**src/rtl/rvx_bus_arbiter_if.sv**
```systemverilog
// Bus port bundle shared by the arbiter's manager-facing ports and its downstream port.
// "slave" is the arbiter's view of a manager; "master" is the arbiter's view of rvx_bus.
interface rvx_bus_arbiter_if;
    logic [31:0] rw_address;
    logic [31:0] read_data;
    logic        read_request;
    logic        read_response;
    logic [31:0] write_data;
    logic [3:0]  write_strobe;
    logic        write_request;
    logic        write_response;
    logic        error;

    modport master (
        output rw_address, write_data, write_strobe, read_request, write_request,
        input  read_data, read_response, write_response
    );

    modport slave (
        input  rw_address, write_data, write_strobe, read_request, write_request,
        output read_data, read_response, write_response, error
    );
endinterface

```
**src/rtl/rvx_bus_arbiter.sv**
```systemverilog
// Purpose: round-robin arbiter letting two managers share rvx_bus, one transaction at a time.
// Latency: grant registered (s_ requests one cycle after the request); responses routed combinationally.
// Backpressure: losing manager holds its request until granted; optional watchdog via RVX_BUS_ARBITER_TIMEOUT_EN.
module rvx_bus_arbiter #(
    parameter int unsigned TIMEOUT_CYCLES = 255
) (
    input  logic                clock,
    input  logic                reset,
    rvx_bus_arbiter_if.slave    m0,
    rvx_bus_arbiter_if.slave    m1,
    rvx_bus_arbiter_if.master   s
);

    typedef enum logic [1:0] {IDLE, BUSY0, BUSY1} state_t;

    state_t state, state_nxt;
    logic   last_grant, last_grant_nxt;

    logic want0, want1, dev_resp;
    logic sel0, sel1;
    logic wdog_last, timeout;

    assign want0    = m0.read_request | m0.write_request;
    assign want1    = m1.read_request | m1.write_request;
    assign dev_resp = s.read_response | s.write_response;

    // Reset gates the grant so every output is quiet while reset is held.
    assign sel0 = ~reset && (state == BUSY0);
    assign sel1 = ~reset && (state == BUSY1);

`ifdef RVX_BUS_ARBITER_TIMEOUT_EN
    localparam logic [15:0] WDOG_LAST = 16'(TIMEOUT_CYCLES - 1);

    logic [15:0] wdog;

    assign wdog_last = (sel0 | sel1) && (wdog == WDOG_LAST);
    assign timeout   = wdog_last & ~dev_resp;

    always_ff @(posedge clock) begin
        if (reset) begin
            wdog <= '0;
        end else if (state == IDLE) begin
            wdog <= '0;
        end else if (!dev_resp) begin
            wdog <= wdog + 16'd1;
        end
    end
`else
    assign wdog_last = 1'b0;
    assign timeout   = 1'b0;
`endif

    always_ff @(posedge clock) begin
        if (reset) begin
            state      <= IDLE;
            last_grant <= 1'b1;
        end else begin
            state      <= state_nxt;
            last_grant <= last_grant_nxt;
        end
    end

    always_comb begin
        state_nxt      = state;
        last_grant_nxt = last_grant;
        case (state)
            IDLE: begin
                // On a tie the manager that did not win last time is served.
                if (want0 && (!want1 || last_grant)) begin
                    state_nxt      = BUSY0;
                    last_grant_nxt = 1'b0;
                end else if (want1) begin
                    state_nxt      = BUSY1;
                    last_grant_nxt = 1'b1;
                end
            end
            BUSY0, BUSY1: begin
                if (dev_resp || timeout) begin
                    state_nxt = IDLE;
                end
            end
            default: state_nxt = IDLE;
        endcase
    end

    always_comb begin
        s.rw_address    = sel0 ? m0.rw_address   : (sel1 ? m1.rw_address   : 32'h0);
        s.write_data    = sel0 ? m0.write_data   : (sel1 ? m1.write_data   : 32'h0);
        s.write_strobe  = sel0 ? m0.write_strobe : (sel1 ? m1.write_strobe : 4'h0);
        s.read_request  = ((sel0 & m0.read_request)  | (sel1 & m1.read_request))  & ~wdog_last;
        s.write_request = ((sel0 & m0.write_request) | (sel1 & m1.write_request)) & ~wdog_last;
    end

    always_comb begin
        m0.read_response  = sel0 & (s.read_response  | (timeout & m0.read_request));
        m0.write_response = sel0 & (s.write_response | (timeout & m0.write_request));
        m0.error          = sel0 & timeout;
        m0.read_data      = 32'h0;
        if (sel0 && s.read_response) begin
            m0.read_data = s.read_data;
        end else if (sel0 && timeout && m0.read_request) begin
            m0.read_data = 32'hDEADBEEF;
        end

        m1.read_response  = sel1 & (s.read_response  | (timeout & m1.read_request));
        m1.write_response = sel1 & (s.write_response | (timeout & m1.write_request));
        m1.error          = sel1 & timeout;
        m1.read_data      = 32'h0;
        if (sel1 && s.read_response) begin
            m1.read_data = s.read_data;
        end else if (sel1 && timeout && m1.read_request) begin
            m1.read_data = 32'hDEADBEEF;
        end
    end

endmodule

```
**src/flat_wrapper.sv**
```systemverilog
// flat-port wrapper written by rule: the top's interface ports become plain ports
module rvx_bus_arbiter_flat 
#(
    parameter int unsigned TIMEOUT_CYCLES = 255
)
  (clock, reset, m0_rw_address, m0_write_data, m0_write_strobe, m0_read_request, m0_write_request, m0_read_data, m0_read_response, m0_write_response, m0_error, m1_rw_address, m1_write_data, m1_write_strobe, m1_read_request, m1_write_request, m1_read_data, m1_read_response, m1_write_response, m1_error, s_rw_address, s_write_data, s_write_strobe, s_read_request, s_write_request, s_read_data, s_read_response, s_write_response);
  rvx_bus_arbiter_if m0_i ();
  rvx_bus_arbiter_if m1_i ();
  rvx_bus_arbiter_if s_i ();
  input  logic clock;
  input  logic reset;
  input wire logic [$bits(m0_i.rw_address)-1:0] m0_rw_address;
  input wire logic [$bits(m0_i.write_data)-1:0] m0_write_data;
  input wire logic [$bits(m0_i.write_strobe)-1:0] m0_write_strobe;
  input wire logic [$bits(m0_i.read_request)-1:0] m0_read_request;
  input wire logic [$bits(m0_i.write_request)-1:0] m0_write_request;
  output wire logic [$bits(m0_i.read_data)-1:0] m0_read_data;
  output wire logic [$bits(m0_i.read_response)-1:0] m0_read_response;
  output wire logic [$bits(m0_i.write_response)-1:0] m0_write_response;
  output wire logic [$bits(m0_i.error)-1:0] m0_error;
  input wire logic [$bits(m1_i.rw_address)-1:0] m1_rw_address;
  input wire logic [$bits(m1_i.write_data)-1:0] m1_write_data;
  input wire logic [$bits(m1_i.write_strobe)-1:0] m1_write_strobe;
  input wire logic [$bits(m1_i.read_request)-1:0] m1_read_request;
  input wire logic [$bits(m1_i.write_request)-1:0] m1_write_request;
  output wire logic [$bits(m1_i.read_data)-1:0] m1_read_data;
  output wire logic [$bits(m1_i.read_response)-1:0] m1_read_response;
  output wire logic [$bits(m1_i.write_response)-1:0] m1_write_response;
  output wire logic [$bits(m1_i.error)-1:0] m1_error;
  output wire logic [$bits(s_i.rw_address)-1:0] s_rw_address;
  output wire logic [$bits(s_i.write_data)-1:0] s_write_data;
  output wire logic [$bits(s_i.write_strobe)-1:0] s_write_strobe;
  output wire logic [$bits(s_i.read_request)-1:0] s_read_request;
  output wire logic [$bits(s_i.write_request)-1:0] s_write_request;
  input wire logic [$bits(s_i.read_data)-1:0] s_read_data;
  input wire logic [$bits(s_i.read_response)-1:0] s_read_response;
  input wire logic [$bits(s_i.write_response)-1:0] s_write_response;
  assign m0_i.rw_address = m0_rw_address;
  assign m0_i.write_data = m0_write_data;
  assign m0_i.write_strobe = m0_write_strobe;
  assign m0_i.read_request = m0_read_request;
  assign m0_i.write_request = m0_write_request;
  assign m0_read_data = m0_i.read_data;
  assign m0_read_response = m0_i.read_response;
  assign m0_write_response = m0_i.write_response;
  assign m0_error = m0_i.error;
  assign m1_i.rw_address = m1_rw_address;
  assign m1_i.write_data = m1_write_data;
  assign m1_i.write_strobe = m1_write_strobe;
  assign m1_i.read_request = m1_read_request;
  assign m1_i.write_request = m1_write_request;
  assign m1_read_data = m1_i.read_data;
  assign m1_read_response = m1_i.read_response;
  assign m1_write_response = m1_i.write_response;
  assign m1_error = m1_i.error;
  assign s_rw_address = s_i.rw_address;
  assign s_write_data = s_i.write_data;
  assign s_write_strobe = s_i.write_strobe;
  assign s_read_request = s_i.read_request;
  assign s_write_request = s_i.write_request;
  assign s_i.read_data = s_read_data;
  assign s_i.read_response = s_read_response;
  assign s_i.write_response = s_write_response;
  rvx_bus_arbiter #(.TIMEOUT_CYCLES(TIMEOUT_CYCLES)) u_core (.clock(clock), .reset(reset), .m0(m0_i), .m1(m1_i), .s(s_i));
endmodule
```
**config.mk**
```make
export PLATFORM = sky130hd
export DESIGN_NAME = rvx_bus_arbiter_flat
export DESIGN_NICKNAME = d
export VERILOG_FILES = /design/src/rtl/rvx_bus_arbiter_if.sv /design/src/rtl/rvx_bus_arbiter.sv /design/src/flat_wrapper.sv
export SDC_FILE = /design/constraint.sdc
export NUM_CORES = 1
export LEC_CHECK = 0
export ABC_AREA = 1
export BUFFER_PORTS_ARGS = -buffer_cell sky130_fd_sc_hd__clkbuf_2
export CORE_AREA = 8 8 115 117
export DETAILED_ROUTE_END_ITERATION = 10
export DIE_AREA = 0 0 123 125
export HOLD_SLACK_MARGIN = 0.12
export SYNTH_ARGS = -nofsm -noshare
export SYNTH_HDL_FRONTEND = slang
export SYNTH_SLANG_ARGS = --single-unit
```
**constraint.sdc**
```tcl
create_clock -name clock -period 1.4 [get_ports clock]
set_input_delay 0.21 -clock clock [delete_from_list [all_inputs] [get_ports clock]]
set_output_delay 0.21 -clock clock [all_outputs]
set_load 0.02 [all_outputs]
```
==> qor.csv, run 1 <==
metric;value;unit
first-pass GRT wire length;20200;µm
vias per cell;4.26;
FF-to-FF Start;u_core.state[1]$_SDFFE_PP0P_;
WL per Instance;16.3;µm
RSZ-0062 raised after global routing;yes;
sequential area share after synthesis;0.0358;
busiest grt layer;met2;
Storage cell area;67.6;µm²
Final Cycle Share;1.30;
Setup WS post-layout;-0.424;ns
Die ar.;15400;µm²
post-route antenna net violation count;0;
clock latency on the worst-skew pair;0.22;ns
# diodes;0;
Placement Setup Slack;-0.240;ns
Layout fillers;989;
number of distinct library cells after synthesis;21;
Final GP Congestion;0.787;
endpoints failing hold;0;
Max Clock Freq;548;MHz
most frequent cells in the layout;clkbuf_2 (175), nand2_1 (139), clkbuf_8 (103), nor2_4 (48);
DP HPWL;10400;µm
H-tree Lvls;1;
#FFs+latches synth;3;
Multi-input gate area;2260;µm²
nets@finish;896;
status;complete, but fails checks;
Die H;125;µm
Rows;40;
largest net degree at the start of global routing;38;
PD cells;492;nW/µm²
startpoint types;flip-flop;
Overflow after GRT;0;
routed wire length;14100;µm
clock buffer depth;2;
commonest non-fill, non-tap cell in the layout;clkbuf_2;
Post-Syn Area;1680;µm²
total power;3.06;mW
CP required;1.19;ns
Post-route DRC;0;
Slew Viols, Final;0;
I/O Pins;316;
ratio of cells with drive above 1 in the final layout;0.721;
worst setup path end;m0_read_data[28];
# clock sinks;3;
area grow syn2layout;271;%
Avg Cell Area, Syn;4.44;µm²
Root Buffer;clkbuf_16;
worst hold-check path type;input port to flip-flop;
post-layout min period;1.82;ns
yosys warns;0;
die width;123;µm
Synth async-reset ratio;0;
initial antenna violation count;0;
Tot GR Track Use;0.162;
DRT Pass-1 Iters;4;
synthesized instance count;378;
# setup viols final;139;
crit path from;u_core.state[1]$_SDFFE_PP0P_;
Crit Reg-Reg Endpoint;u_core.state[0]$_SDFFE_PP0P_;
met1 GRT Util;0.153;
CP Data Arrival Time;1.61;ns
CTS tree;built;
Num CTS Buffers;3;
initial drt markers;102;
Setup Crit Path Kind;flip-flop to primary output;
clock skew after layout;0.00242;ns
P_leak;3.12;nW
Primary FF master, synth;dfxtp_1;
Clock transition at path regs;0.03;ns
reg2reg setup slack;0;ns
Post-synth EDFFs;0;
via count;3673;
number of global-route vias before repair;3889;
reg2reg path depth;9;
Maximum Capacitance Violations;0;
Worst Setup End Kind;primary output;
Worst IR Drop VDD;488;µV
Initial Util;0.145;
failing checks;negative setup slack;
CP max FO;8;
hold-fix buffer count after cts;0;
core area;11600;µm²
buffers added on ports;313;
met3 global-route usage;0.0671;
grt met2 use;0.304;
## cell usage after synthesis, types with 2 or more instances
cell type  instances  area (µm²)
clkbuf_2           4        20.0
dfxtp_1            3        60.1
nor2_4             2        22.5
buf_1              4        15.0
buf_4              3        22.5
inv_1             42         158
clkbuf_1           5        18.8
nand3_1            2        10.0
nor2_1            71         267
o21ai_0           73         365
buf_6              4        45.0
nand2_1          143         537
buf_2              9        45.0
inv_2              4        15.0
ha_1               3        37.5
## flip-flops by register name, indices dropped and copies added (netlist names)
register	flops
u_core.state	2
u_core.last_grant	1
## worst min-delay path by stage
| stage | startpoint | endpoint | depth (start not counted) |
|---|---|---|---|
| finish | reset | u_core.state[0]$_SDFFE_PP0P_ | 2 |
| global route | reset | u_core.state[0]$_SDFFE_PP0P_ | 2 |
| CTS | reset | u_core.state[0]$_SDFFE_PP0P_ | 2 |
| detailed placement | reset | u_core.state[0]$_SDFFE_PP0P_ | 2 |
| global placement | reset | u_core.state[0]$_SDFFE_PP0P_ | 2 |
| floorplan | reset | u_core.state[0]$_SDFFE_PP0P_ | 1 |
## cell families after synthesis
logic type / Yosys count / share of synthesized area
compound gates: 74 / 0.221
fa+ha+maj: 3 / 0.0224
buf+inv: 75 / 0.202
flops: 3 / 0.0358
other cells: 1 / 0.00223
simple gates: 222 / 0.517
## what timing repair did
action | 4_1_cts | 5_1_grt
gates cloned | 7 | 4
pin swaps | 41 | 5
gates resized for setup | 277 | 48
setup endpoints to repair | 140 | 140
buffers inserted | 6 | 1
## critical path, cell delays in order, from the launching register on
cell and delay (ns):
dfxtp_4 0.35, inv_4 0.06, ha_4 0.12, inv_4 0.05, nor2_4 0.10, inv_2 0.06, nor2_4 0.16, inv_6 0.09
buf_12 0.16, nor2_4 0.09, clkbuf_8 0.15
## power breakdown
| part | total (mW) | switching, mW | internal [mW] | leakage [nW] |
|---|---|---|---|---|
| registers | 0.117 | 0.0135 | 0.103 | 0.0262 |
| clock network | 0.454 | 0.0786 | 0.376 | 0.0382 |
| logic | 2.49 | 1.31 | 1.18 | 3.06 |
## area by class of cell
| type | count | share of cell area |
|---|---|---|
| timing repair buffer | 362 | 0.554 |
| multi-input combinational | 301 | 0.363 |
| inverter | 46 | 0.0298 |
| tap | 147 | 0.0296 |
| clock buffer | 4 | 0.0127 |
| sequential | 3 | 0.0109 |
## routing by layer
layer  routed length (µm)  up-vias  share of wire
li1                     -     1821              -
met1                 4590     1629           0.33
met4                  255        0          0.018
met3                 1810       18           0.13
met5                    0        -              0
met2                 7440      205           0.53
## per-stage QoR
stage | util | setup TNS, ns | std cells | hold slack [ns] | area, µm²
CTS | 0.515 | -49.67 | 858 | 0.250 | 5980
global placement | 0.391 | -23.74 | 841 | 0.477 | 4540
detailed placement | 0.391 | -25.36 | 841 | 0.487 | 4540
floorplan | - | -13.27 | 379 | 0.272 | 2580
finish | 0.536 | -49.56 | 863 | 0.247 | 6220
global route | 0.536 | -61.53 | 863 | 0.256 | 6220
Power figures use the tool's default switching activity.
==> inputs of run 2 (changes only) <==
- MAX_ROUTING_LAYER: unset -> met4
==> run 2 against run 1 <==
The flow still finishes with violations (negative setup slack). Critical path depth did not move. Count of clock-buffer cells in the layout did not move. Via count rose by 0.71%. First-iteration DRC count rose by 15%. Non-clock buffer count did not move. Fmax rose by 0.17%. Worst setup slack improved by 0.0030 ns. Clock power barely moved. Cell area barely moved. Cell count did not move. Global-route usage rose by 0.47 points. Sequential share of layout area barely moved. Critical endpoint is now m0_read_data[0]. Largest cell class unchanged. Largest power group unchanged.
==> qor.csv, run 2 (synthesis results as in run 1) <==
metric;value;unit
status;complete, but fails checks;
failing checks;negative setup slack;
post-layout min period;1.82;ns
Final Core Density;0.536;
switching portion of total power;0.459;
Post-route DRC;0;
Slew Viols, Final;0;
clock skew after layout;0.00244;ns
Setup WS post-layout;-0.421;ns
CP Data Arrival Time;1.61;ns
# setup viols final;139;
WL per Instance;16.3;µm
Maximum Capacitance Violations;0;
CTS tree;built;
Worst IR Drop VDD;489;µV
DP HPWL;10400;µm
Initial Util;0.145;
final hold slack;0.247;ns
CP max FO;8;
largest net degree at the start of global routing;38;
max reg flops;2;
Combinational Power Share;0.814;
die width;123;µm
via count;3699;
first-pass GRT wire length;20200;µm
number of global-route vias before repair;3900;
Final GP Congestion;0.798;
post-route antenna net violation count;0;
Num CTS Buffers;3;
commonest non-fill, non-tap cell in the layout;clkbuf_2;
initial antenna violation count;0;
Layout fillers;988;
Seq pwr share;0.038;
Net Sw Power;1.41;mW
initial drt markers;117;
most frequent cells in the layout;clkbuf_2 (175), nand2_1 (139), clkbuf_8 (102), nor2_4 (48);
Storage cell area;67.6;µm²
H-tree Lvls;1;
Final Non-Filler Cells;863;
area grow syn2layout;271;%
Rows;40;
P_leak;3.12;nW
Die ar.;15400;µm²
CP required;1.19;ns
PD cells;493;nW/µm²
Final Cycle Share;1.30;
# clock sinks;3;
vias per cell;4.29;
# diodes;0;
nets@finish;896;
RSZ-0062 raised after global routing;yes;
Regs by FF count;u_core.state: 2 flops, u_core.last_grant: 1 flops;
hold-fix buffer count after cts;0;
buffers added on ports;313;
worst hold-check path type;input port to flip-flop;
Clock transition at path regs;0.03;ns
core area;11600;µm²
Pint;1.66;mW
clock latency on the worst-skew pair;0.22;ns
Tot GR Track Use;0.167;
Max Clock Freq;549;MHz
Multi-input gate area;2260;µm²
total power;3.06;mW
Die H;125;µm
Largest Register;u_core.state;
Setup Crit Path Kind;flip-flop to primary output;
Worst Setup End Kind;primary output;
clock network fraction of total power;0.148;
endpoints failing hold;0;
I/O Pins;316;
DRT Pass-1 Iters;4;
placed insts;841;
ratio of cells with drive above 1 in the final layout;0.721;
Root Buffer;clkbuf_16;
Overflow after GRT;0;
startpoint types;flip-flop;
routed wire length;14100;µm
clock buffer depth;2;
## run 2: cell types whose count changed in the layout (fill, tap and decap cells not counted), sizes merged
cell	before	now
buf	58	59
clkbuf	307	306
## run 2: cell type report
class                           count  share of cell area
Timing Repair Buffer              362               0.554
Multi-Input combinational cell    301               0.363
Inverter                           46              0.0298
Tap cell                          147              0.0296
Clock buffer                        4              0.0127
Sequential cell                     3              0.0109
## run 2: layer usage
metal	GRT usage	vias up	wire length (µm)
met1	0.167	1659	4940
li1	-	1821	-
met2	0.305	203	7480
met4	0.0510	0	233
met5	-	-	0
met3	0.0446	16	1450
## run 2: worst max-delay path: stages (launching register included)
cell      delay [ns]
dfxtp_4         0.35
inv_4           0.06
ha_4            0.12
inv_4           0.05
nor2_4          0.10
inv_2           0.06
nor2_4          0.16
inv_6           0.09
buf_12          0.16
nor2_4          0.09
clkbuf_8        0.15
## run 2: per-stage QoR
| stage | setup TNS, ns | instance area [µm²] | setup WS (ns) |
|---|---|---|---|
| final | -49.59 | 6220 | -0.421 |
| after global placement | -23.74 | 4540 | -0.232 |
| after detailed placement | -25.36 | 4540 | -0.240 |
| after global routing | -61.59 | 6220 | -0.509 |
| after CTS | -49.67 | 5980 | -0.430 |
| after floorplan | -13.27 | 2580 | -0.174 |
## run 2: power by group through the flow
| stage | sequential, mW | clock [mW] | combinational, mW |
|---|---|---|---|
| after global placement | 0.113 | 0 | 1.94 |
| after detailed placement | 0.114 | 0 | 1.95 |
| after floorplan | 0.112 | 0 | 1.21 |
| after global routing | 0.119 | 0.475 | 2.66 |
| final | 0.117 | 0.455 | 2.49 |
| after CTS | 0.116 | 0.465 | 2.39 |
## run 2: final timing paths
check | cells after the start | slack (ns) | endpoint | start
setup / recovery | 10 | -0.42 | m0_read_data[0] | u_core.state[1]$_SDFFE_PP0P_
hold / removal | 2 | 0.25 | u_core.state[0]$_SDFFE_PP0P_ | reset
setup reg to reg | 9 | 0 | u_core.state[0]$_SDFFE_PP0P_ | u_core.state[1]$_SDFFE_PP0P_
hold reg to reg | 4 | 0.57 | u_core.last_grant$_SDFFE_PP1P_ | u_core.last_grant$_SDFFE_PP1P_
## run 2: what timing repair did
| action | CTS | global route |
|---|---|---|
| pin swaps | 41 | 5 |
| gates cloned | 7 | 4 |
| gates resized for setup | 277 | 49 |
| endpoints found under the setup margin | 140 | 140 |
| buffers inserted | 6 | 1 |
